<file path="src/rtl/gray_conv_arbiter_if.sv">
// Request/result bundle between NREQ producers, the shared Gray converter and its consumer.
// slave is the arbiter's view; master is the view of the surrounding producers/consumer.
interface gray_conv_arbiter_if #(
    parameter int NREQ = 4,
    parameter int W    = 4,
    parameter int IDW  = 2
);
    logic [NREQ-1:0]   req_valid;
    logic [NREQ*W-1:0] req_bin;
    logic [NREQ-1:0]   req_ready;
    logic              out_valid;
    logic              out_ready;
    logic [W-1:0]      out_gray;
    logic [W-1:0]      out_bin;
    logic [IDW-1:0]    out_id;

    modport slave (
        input  req_valid, req_bin, out_ready,
        output req_ready, out_valid, out_gray, out_bin, out_id
    );

    modport master (
        output req_valid, req_bin, out_ready,
        input  req_ready, out_valid, out_gray, out_bin, out_id
    );
endinterface

</file>
<file path="src/rtl/gray_conv_arbiter.sv">
// Round-robin arbiter feeding one shared binary-to-Gray converter with a one-entry output slot.
// Latency: 1 cycle from accepted request to out_valid; 1 result/cycle with out_ready held high.
// Backpressure: no grant while the slot is full and out_ready=0; drain and refill overlap.
module gray_conv_arbiter #(
    parameter int NREQ = 4,
    parameter int W    = 4,
    parameter int IDW  = 2
) (
    input  logic                clk,
    input  logic                rst_n,
    gray_conv_arbiter_if.slave  bus
);
    typedef enum logic {EMPTY, FULL} state_t;

    state_t         state;
    logic [IDW-1:0] ptr;
    logic [W-1:0]   out_gray_q;
    logic [W-1:0]   out_bin_q;
    logic [IDW-1:0] out_id_q;

    logic            slot_free;
    logic            grant_vld;
    logic [IDW-1:0]  grant_id;
    logic [NREQ-1:0] grant;
    logic [W-1:0]    sel_bin;
    logic [W-1:0]    sel_gray;

    assign slot_free = (state == EMPTY) || bus.out_ready;

    // Rotating search starting at ptr; the first valid requester wins.
    always_comb begin
        int idx;
        idx       = 0;
        grant     = '0;
        grant_id  = '0;
        grant_vld = 1'b0;
        sel_bin   = '0;
        if (slot_free) begin
            for (int k = 0; k < NREQ; k++) begin
                idx = int'(ptr) + k;
                if (idx >= NREQ) idx = idx - NREQ;
                if (!grant_vld && bus.req_valid[idx]) begin
                    grant_vld   = 1'b1;
                    grant_id    = IDW'(idx);
                    grant[idx]  = 1'b1;
                    sel_bin     = bus.req_bin[idx*W +: W];
                end
            end
        end
    end

    assign sel_gray = sel_bin ^ (sel_bin >> 1);

    always_ff @(posedge clk or negedge rst_n) begin
        if (!rst_n) begin
            state      <= EMPTY;
            ptr        <= '0;
            out_gray_q <= '0;
            out_bin_q  <= '0;
            out_id_q   <= '0;
        end else begin
            if (grant_vld) begin
                out_gray_q <= sel_gray;
                out_bin_q  <= sel_bin;
                out_id_q   <= grant_id;
                ptr        <= (grant_id == IDW'(NREQ - 1)) ? '0 : grant_id + IDW'(1);
            end
            unique case (state)
                EMPTY:   if (grant_vld) state <= FULL;
                FULL:    if (!grant_vld && bus.out_ready) state <= EMPTY;
                default: state <= EMPTY;
            endcase
        end
    end

    // Outputs come straight from registers; only req_ready is combinational.
    assign bus.req_ready = grant;
    assign bus.out_valid = (state == FULL);
    assign bus.out_gray  = out_gray_q;
    assign bus.out_bin   = out_bin_q;
    assign bus.out_id    = out_id_q;
endmodule

</file>
<file path="src/flat_wrapper.sv">
// flat-port wrapper written by rule: the top's interface ports become plain ports
module gray_conv_arbiter_flat 
#(
    parameter int NREQ = 4,
    parameter int W    = 4,
    parameter int IDW  = 2
)
  (clk, rst_n, bus_req_valid, bus_req_bin, bus_out_ready, bus_req_ready, bus_out_valid, bus_out_gray, bus_out_bin, bus_out_id);
  gray_conv_arbiter_if #(.NREQ(NREQ), .W(W), .IDW(IDW)) bus_i ();
  input  logic clk;
  input  logic rst_n;
  input wire logic [$bits(bus_i.req_valid)-1:0] bus_req_valid;
  input wire logic [$bits(bus_i.req_bin)-1:0] bus_req_bin;
  input wire logic [$bits(bus_i.out_ready)-1:0] bus_out_ready;
  output wire logic [$bits(bus_i.req_ready)-1:0] bus_req_ready;
  output wire logic [$bits(bus_i.out_valid)-1:0] bus_out_valid;
  output wire logic [$bits(bus_i.out_gray)-1:0] bus_out_gray;
  output wire logic [$bits(bus_i.out_bin)-1:0] bus_out_bin;
  output wire logic [$bits(bus_i.out_id)-1:0] bus_out_id;
  assign bus_i.req_valid = bus_req_valid;
  assign bus_i.req_bin = bus_req_bin;
  assign bus_i.out_ready = bus_out_ready;
  assign bus_req_ready = bus_i.req_ready;
  assign bus_out_valid = bus_i.out_valid;
  assign bus_out_gray = bus_i.out_gray;
  assign bus_out_bin = bus_i.out_bin;
  assign bus_out_id = bus_i.out_id;
  gray_conv_arbiter #(.NREQ(NREQ), .W(W), .IDW(IDW)) u_core (.clk(clk), .rst_n(rst_n), .bus(bus_i));
endmodule
</file>
<file path="config.mk">
export PLATFORM = sky130hd
export DESIGN_NAME = gray_conv_arbiter_flat
export DESIGN_NICKNAME = d
export VERILOG_FILES = /design/src/rtl/gray_conv_arbiter_if.sv /design/src/rtl/gray_conv_arbiter.sv /design/src/flat_wrapper.sv
export SDC_FILE = /design/constraint.sdc
export NUM_CORES = 1
export LEC_CHECK = 0
export CAP_MARGIN = 10
export CELL_PAD_IN_SITES_DETAIL_PLACEMENT = 1
export CELL_PAD_IN_SITES_GLOBAL_PLACEMENT = 1
export CORE_MARGIN = 2
export CORE_UTILIZATION = 37
export DETAILED_ROUTE_END_ITERATION = 8
export PLACE_DENSITY_LB_ADDON = 0.2
export RECOVER_POWER = 100
export SLEW_MARGIN = 10
export SYNTH_ARGS = -nofsm -noshare
export SYNTH_HDL_FRONTEND = slang
export SYNTH_SLANG_ARGS = --single-unit
export TNS_END_PERCENT = 30
</file>
<file path="constraint.sdc">
create_clock -name clk -period 4.2 [get_ports clk]
set_clock_uncertainty 0.15 [all_clocks]
set_input_delay 1.26 -clock clk [delete_from_list [all_inputs] [get_ports clk]]
set_output_delay 1.26 -clock clk [all_outputs]
set_load 0.02 [all_outputs]
</file>
### Word level (Yosys, flattened, before mapping)

Cells that the tools add are included.

| word-level totals | value |
|---|---|
| register bits | 13 |
| latch bits | 0 |
| bits in writable memories | 0 |
| memory bits (read-only) | 0 |
| bits of input ports | 23 |
| output and inout port bits | 15 |
| memories | 0 |

| cells by class | value |
|---|---|
| $add $sub $neg | 8 |
| multipliers | 0 |
| divide/modulo/power cells | 0 |
| $lt $le $gt $ge | 12 |
| eq/ne operators | 1 |
| shift operators | 4 |
| mux-type cells | 58 |
| bitwise operators | 5 |
| reduce and logical (&&, ||, !) cells | 13 |

Operator list:

| kind | number |
|---|---|
| $mux W32 | 8 |
| $ge A32 B1 Y1 const B | 4 |
| $lt A32 B4 Y1 const B | 4 |
| $shiftx A16 B32 Y4 | 4 |
| $ge A32 B4 Y1 const B | 3 |
| $sub A32 B4 Y32 const B | 3 |
| $mux W4 | 13 |
| $mux W1 | 22 |
| $mux W2 | 6 |
| $or A4 B4 Y4 | 3 |
| $bmux W1 S2 | 4 |
| $demux W1 S2 | 4 |
| $logic_and A1 B1 Y1 | 8 |
| $add A2 B2 Y3 const B | 2 |
| $logic_not A1 Y1 | 4 |
| $sub A2 B3 Y4 const B | 1 |
| $xor A4 B3 Y4 | 1 |
| $add A2 B1 Y3 const B | 1 |
| $ge A2 B3 Y1 const B | 1 |
| $add A2 B1 Y2 const B | 1 |
| $eq A2 B2 Y1 const B | 1 |
| $pmux W1 S2 | 1 |
| $logic_or A1 B1 Y1 | 1 |
| $not A1 Y1 | 1 |

### Longest topological paths before layout

Gate-level depths: netlist of run 1.

| depth | value |
|---|---|
| word-level depth | 24 |
| gate-level depth with buffers | 11 |
| depth with buffers taken out | 8 |

### Worst setup path before layout of run 1

No wires, ideal clock.

| timing path | value |
|---|---|
| kind | input to output |
| from | input port bus_req_valid[2] |
| to | output port bus_req_ready[2] |
| arrival time | 2.863 ns |
| data required time | 2.790 ns |
| slack | -0.073 ns |
| cell stages on the path | 7 |
| cell sequence | buf_2 -> mux4_2 -> buf_6 -> nor2b_1 -> a221o_1 -> o21ai_0 -> a21oi_1 |

| on the way | value |
|---|---|
| longest elaborated chain between the ends | 17 |
| elaborated cells between the ends (all ways) | 35 |

Ends and longest elaborated chain:

| what | line | source |
|---|---|---|
| start, declared | flat_wrapper.sv:12 | `input wire logic [$bits(bus_i.req_valid)-1:0] bus_req_valid;` |
| $bmux W1 S2 | gray_conv_arbiter.sv:42 | `if (!grant_vld && bus.req_valid[idx]) begin` |
| $mux W1 (not written as such) (2 in series) | gray_conv_arbiter.sv:42 |  |
| $mux W1 | gray_conv_arbiter.sv:42 |  |
| $mux W1 | gray_conv_arbiter.sv:38 | `if (slot_free) begin` |
| $logic_not A1 Y1 | gray_conv_arbiter.sv:42 |  |
| $logic_and A1 B1 Y1 | gray_conv_arbiter.sv:42 |  |
| $mux W1 | gray_conv_arbiter.sv:42 |  |
| $mux W1 | gray_conv_arbiter.sv:38 |  |
| $logic_not A1 Y1 | gray_conv_arbiter.sv:42 |  |
| $logic_and A1 B1 Y1 | gray_conv_arbiter.sv:42 |  |
| $mux W1 | gray_conv_arbiter.sv:42 |  |
| $mux W1 | gray_conv_arbiter.sv:38 |  |
| $logic_not A1 Y1 | gray_conv_arbiter.sv:42 |  |
| $logic_and A1 B1 Y1 | gray_conv_arbiter.sv:42 |  |
| $mux W4 (*) | gray_conv_arbiter.sv:42 |  |
| $mux W4 (*) | gray_conv_arbiter.sv:38 |  |
| end, declared | flat_wrapper.sv:15 | `output wire logic [$bits(bus_i.req_ready)-1:0] bus_req_ready;` |

Mark *: on every way between the ends. The rest lies on a longest branch, timed or not. The select of a mux whose other input is x is not followed.

### Worst setup path after layout of run 1

Same ends and word-level chain as after synthesis.

==> results of run 1 <==
==> path summary, 6_finish.rpt <==
check	startpoint	endpoint	slack, ps	depth (start not counted)
worst max-delay path	bus_req_valid[2]	bus_req_ready[2]	40	7
min in group asynchronous	rst_n	u_core.bus.out_id[1]	1300	1
max in group asynchronous	rst_n	u_core.bus.out_gray[1]	2240	1
worst min-delay path	u_core.bus.out_id[0]	u_core.bus.out_id[0]	320	2
worst max register to register	u_core.ptr[0]	u_core.bus.out_gray[1]	1030	10
worst min register to register	u_core.bus.out_id[0]	u_core.bus.out_id[0]	320	2
==> repair_timing <==
item | 4_1_cts | 5_1_grt
hold buffers | 0 | 0
buffers inserted | 4 | 0
endpoints found under the setup margin | 4 | 3
pin swaps | 2 | 0
resized for setup | 42 | 1
==> area by class of cell <==
class                      count  area [um^2]  share of cell area (%)
sequential                    12          300                    14.4
tap                           50         62.6                    3.00
clock buffer                   4         55.1                    2.64
timing repair buffer          63          533                    25.5
multi-input combinational    126         1110                    53.4
inverter                       6         22.5                    1.08
==> state kept, by name, indices dropped and copies added (netlist names) <==
register              flops
u_core.bus.out_bin        4
u_core.bus.out_gray       3
u_core.bus.out_id         2
u_core.bus.out_valid      1
u_core.ptr                2
==> cell usage after synthesis, drive strengths merged, types with 3 or more instances <==
master  number  area (um^2)
nor2        15         56.3
dfrtp       12          300
mux4        11          248
nand2       11         43.8
buf          9         67.6
a21oi        8         40.0
o21ai        8         40.0
ha           7         87.6
mux2         7         78.8
inv          6         22.5
clkbuf       5         18.8
nor2b        5         31.3
nand4        4         25.0
a21o         3         22.5
a221o        3         30.0
a22oi        3         22.5
mux2i        3         30.0
nand3b       3         26.3
==> routing by layer <==
metal	track usage [%]	part of all wire, %	routed length [um]	up-vias
met5	0	0	0	-
met4	4.85	1.8	83	0
met3	4.00	3.2	146	8
met2	40.1	52	2360	37
met1	24.2	43	1970	746
li1	-	-	-	715
==> through the flow <==
stage               worst slack, ps  hold WS, ps  setup TNS, ps
floorplan                     -73.0          440          -73.0
global placement               -767          312          -2980
detailed placement             -857          316          -3290
CTS                            28.3          329              0
global route                  -61.6          342           -101
finish                         39.5          320              0
==> worst max-delay path: cells and delay by family <==
kind            cells  cell delay, ps
mux                 1             510
compound gates      3             510
buf+inv             3             460
==> kinds of logic (layout without fill, tap and decap cells) <==
family	count (synthesis)	count (layout)	share of synthesized area, %
muxes	21	21	23.8
and+or+nand+nor	47	47	16.4
adders and majority gates	7	7	5.84
xor gates and xnor gates	4	4	2.34
buffers and inverters	20	73	7.26
AOI/OAI and AO/OA	47	47	24.4
DFF	12	12	20.0
==> where the power goes <==
part           total [mW]  leakage [nW]  switching, mW  internal, mW
logic                1.30         0.694          0.676         0.629
clock network       0.127        0.0288         0.0437        0.0829
registers           0.196         0.143         0.0252         0.171
==> reports/results.ini, run 1 <==
[run_status]
status = complete, no violations

[synthesis]
syn-num-nets = 188
syn_inst = 158
ys_warn_count = 0
synth_area_um2 = 1500
synth.distinct_cells = 49
ys_seq_area_share_pct = 20.0
synth_edf_count = 0
syn_avg_cell_area_um2 = 9.49
synthArstFlopShare_pct = 100
synth_flop_cell = dfrtp_1
synth-seq-cells = 12

[cts]
cts-buffers-inserted = 3
htree_levels = 1
clockBufferDepth = 2
cts_tree = yes
clkLatencyLatePin_ps = 240
clkTransAtPathRegs_ps = 60
root_buffer = clkbuf_8
cts_num_sinks = 12

[die]
die_h_um = 67.7
start_util_pct = 38.0
ios = 38
dieArea_um2 = 4580
die_width_um = 67.7
coreArea_um2 = 3940
rows = 23

[final_layout]
areaGrowthSynthToFinish_pct = 39.3
final_util_pct = 53.0
stdcell_area_um2 = 2090
drive_gt1_share_pct = 31.3
mostFrequentLayoutCell = buf_4
nFillCells = 464
antennaDiodeCount = 0
fin_nets = 242
finalNonFillerCells = 261
final_cell_mix = 25 x buf_4, 16 x clkdlybuf4s50_1, 15 x nor2_1, 13 x dlygate4sd3_1, 12 x dfrtp_1

[pwr]
leakagePower_nw = 0.866
ir_drop_mv = 0.278
power_mw = 1.63
p_per_area_nw_per_um2 = 779

[route]
num_vias = 1506
first_pass_iters = 4
ant_nets = 0
drt_iter0_markers = 40
routedWlPerCell_um = 17.5
drt_wl_total_um = 4560
drc = 0
vias_per_cell = 5.77

[worst_setup_path]
slowest_delay_ps = 510
slowest_stage = mux4_2
cp-end-kind = output pin
crit_required_ps = 2790
path_cells = buf_2 > mux4_2 > buf_6 > a221o_1 > o21ai_1 > a21oi_2 > buf_4
arrival_ps = 2750
path_class = in -> out
crit_path_max_fanout = 6
cp-start-kind = input pin

[timing]
post-route-min-period_ps = 4160
finalHoldViolations = 0
max_freq_mhz = 240
slew_headroom_pct = 62.7
worst_slew_pin_slew_ps = 557
finalSetupViolations = 0
slew_violations = 0
grt_setup_unrepaired = true
fin_crit_sh_pct = 99.1

[placement]
dp_hpwl_um = 3620
port_buffers = 37
placed_area_um2 = 2010
place_congestion = 0.835
numPlacedInstances = 253

[global_routing]
grt_max_degree = 35
grt_overflow = 0
grt_pass1_wl_um = 7340
grt_pass1_vias = 1609
grt_util_all_layers_pct = 21.2
antenna_found_initial = 0

[min_path]
hold_class = reg -> reg

[flow_run]
drv_cap = 0

No activity file was read; power rests on OpenSTA's default activity.
==> inputs of run 2 (changes only) <==
--- a/config.mk
+++ b/config.mk
@@ -11,7 +11,7 @@
 export CORE_MARGIN = 2
 export CORE_UTILIZATION = 37
 export DETAILED_ROUTE_END_ITERATION = 8
-export PLACE_DENSITY_LB_ADDON = 0.2
+export PLACE_DENSITY_LB_ADDON = 0.05
 export RECOVER_POWER = 100
 export SLEW_MARGIN = 10
 export SYNTH_ARGS = -nofsm -noshare
==> reports/results.ini, run 2 (same netlist as run 1, synthesis figures left out) <==
[global_routing]
antenna_found_initial = 0
grt_pass1_wl_um = 7480
grt_max_degree = 35
grt_pass1_vias = 1557
grt_util_all_layers_pct = 21.4
grt_overflow = 0

[timing]
max_freq_mhz = 239
finalHoldViolations = 0
fin_crit_sh_pct = 99.5
slew_violations = 0
finalSetupViolations = 0
worst_slew_pin_slew_ps = 780
slew_headroom_pct = 47.9
post-route-min-period_ps = 4180

[cts]
root_buffer = clkbuf_8
htree_levels = 1
cts_num_sinks = 12
clockBufferDepth = 2
cts_hold_buf = 0
clkLatencyLatePin_ps = 240
cts_tree = yes
clkTransAtPathRegs_ps = 60
cts-buffers-inserted = 3

[final_layout]
drive_gt1_share_pct = 31.7
final_util_pct = 53.4
nFillCells = 446
fin_nets = 239
largest_register_ffs = 4
areaGrowthSynthToFinish_pct = 40.4
final_cell_mix = 23 x buf_4, 17 x clkdlybuf4s50_1, 14 x nor2_1, 12 x dlygate4sd3_1, 12 x dfrtp_1
mostFrequentLayoutCell = buf_4
antennaDiodeCount = 0

[die]
start_util_pct = 38.0
coreArea_um2 = 3940
die_h_um = 67.7
rows = 23
ios = 38
die_width_um = 67.7
dieArea_um2 = 4580

[worst_setup_path]
path_cells = buf_4 > mux4_2 > buf_6 > a221o_1 > o21ai_2 > a21oi_2 > buf_4
path_class = in -> out
r2r_slack_ps = 1020
slowest_delay_ps = 510
arrival_ps = 2770
r2r_cells = 10
crit_required_ps = 2790
cp_top_family = compound AO/OA/AOI/OAI gates
r2r-end = u_core.bus.out_gray[1]
crit_path_max_fanout = 5
crit_path_frequent_cell = buf_4
r2r_start = u_core.ptr[1]
cp-start-kind = input pin
cp-end-kind = output pin
slowest_stage = mux4_2
worstPathBufferInverterCount = 3

[route]
routedWlPerCell_um = 17.5
vias_per_cell = 5.79
drt_wl_total_um = 4530
drc = 0
num_vias = 1494
ant_nets = 0
first_pass_iters = 4
drt_iter0_markers = 49

[run_status]
status = complete, no violations

[placement]
place_congestion = 0.805
port_buffers = 37
dp_hpwl_um = 3380

[flow_run]
drv_cap = 0

[pwr]
p_per_area_nw_per_um2 = 777
leakagePower_nw = 0.867
power_mw = 1.64
ir_drop_mv = 0.217

[min_path]
worstHoldStart = u_core.bus.out_id[0]
worstHoldEndpoint = u_core.bus.out_id[0]
min_path_cells = 2
hold_class = reg -> reg

[run 2: cell count changes in the layout (fill, tap and decap cells not counted), sizes merged]
cell,previous run,this run
buf,32,30
dlygate4sd3,13,12
clkbuf,6,5
clkdlybuf4s50,16,17
[run 2: layout make-up]
| type | instances | area [um^2] | area share [%] |
|---|---|---|---|
| Tap cell | 50 | 62.6 | 2.97 |
| Sequential cell | 12 | 300 | 14.3 |
| Timing Repair Buffer | 60 | 533 | 25.3 |
| Multi-Input combinational cell | 126 | 1130 | 53.7 |
| Clock buffer | 4 | 55.1 | 2.62 |
| Inverter | 6 | 22.5 | 1.07 |
[run 2: stage by stage]
step	TNS [ps]	instances	hold slack (ps)	instance area [um^2]	setup slack, ps
after floorplan	-73.0	158	440	1500	-73.0
after detailed placement	-3470	250	319	1990	-945
after global placement	-3200	250	313	1990	-807
after CTS	0	258	335	2080	18.7
after global routing	-31.9	258	339	2100	-31.9
final	0	258	323	2100	21.5
[run 2: worst max path at each step]
stage | endpoint | cells after the start | slack, ps | start
6_report | bus_req_ready[2] | 7 | 20 | bus_req_valid[3]
5_1_grt | bus_req_ready[1] | 8 | -30 | bus_req_valid[1]
4_1_cts | bus_req_ready[2] | 7 | 20 | bus_req_valid[0]
3_5_place_dp | bus_req_ready[2] | 7 | -950 | bus_req_valid[0]
3_3_place_gp | bus_req_ready[0] | 7 | -810 | bus_req_valid[2]
2_1_floorplan | bus_req_ready[3] | 7 | -70 | bus_req_valid[2]
[run 2: power breakdown]
| group | switching (mW) | internal [mW] | total (mW) |
|---|---|---|---|
| clock | 0.0445 | 0.0829 | 0.127 |
| combinational | 0.686 | 0.625 | 1.31 |
| sequential | 0.0265 | 0.171 | 0.197 |
[run 2: timing repair]
item / 4_1_cts / 5_1_grt
buffers inserted: 4 / 0
endpoints found under the setup margin: 4 / 4
pin swaps: 1 / 5
resized for setup: 44 / 13
[run 2: worst reg2reg max path, stage by stage, from the launching register on]
cell and delay (ps):
dfrtp_1 350, inv_1 70, ha_1 380, mux4_2 590, buf_6 160, buf_4 150, nand3b_1 200, o32ai_1 130
a311oi_1 410, nor2_1 160, a221o_1 310
[run 2: metal layers]
| metal | wire, um | global-route usage [%] | share of wire, % |
|---|---|---|---|
| met5 | 0 | 0 | 0 |
| met4 | 42 | 2.81 | 0.93 |
| met3 | 222 | 3.33 | 4.9 |
| met2 | 2330 | 39.6 | 51 |
| met1 | 1940 | 26.7 | 43 |
==> inputs of run 3 (changes only) <==
--- a/config.mk
+++ b/config.mk
@@ -5,7 +5,7 @@
 export SDC_FILE = /design/constraint.sdc
 export NUM_CORES = 1
 export LEC_CHECK = 0
-export CAP_MARGIN = 10
+export CAP_MARGIN = 20
 export CELL_PAD_IN_SITES_DETAIL_PLACEMENT = 1
 export CELL_PAD_IN_SITES_GLOBAL_PLACEMENT = 1
 export CORE_MARGIN = 2
==> results of run 3 <==
Same layout as run 2: the final DEF is identical, and so are final timing and power.
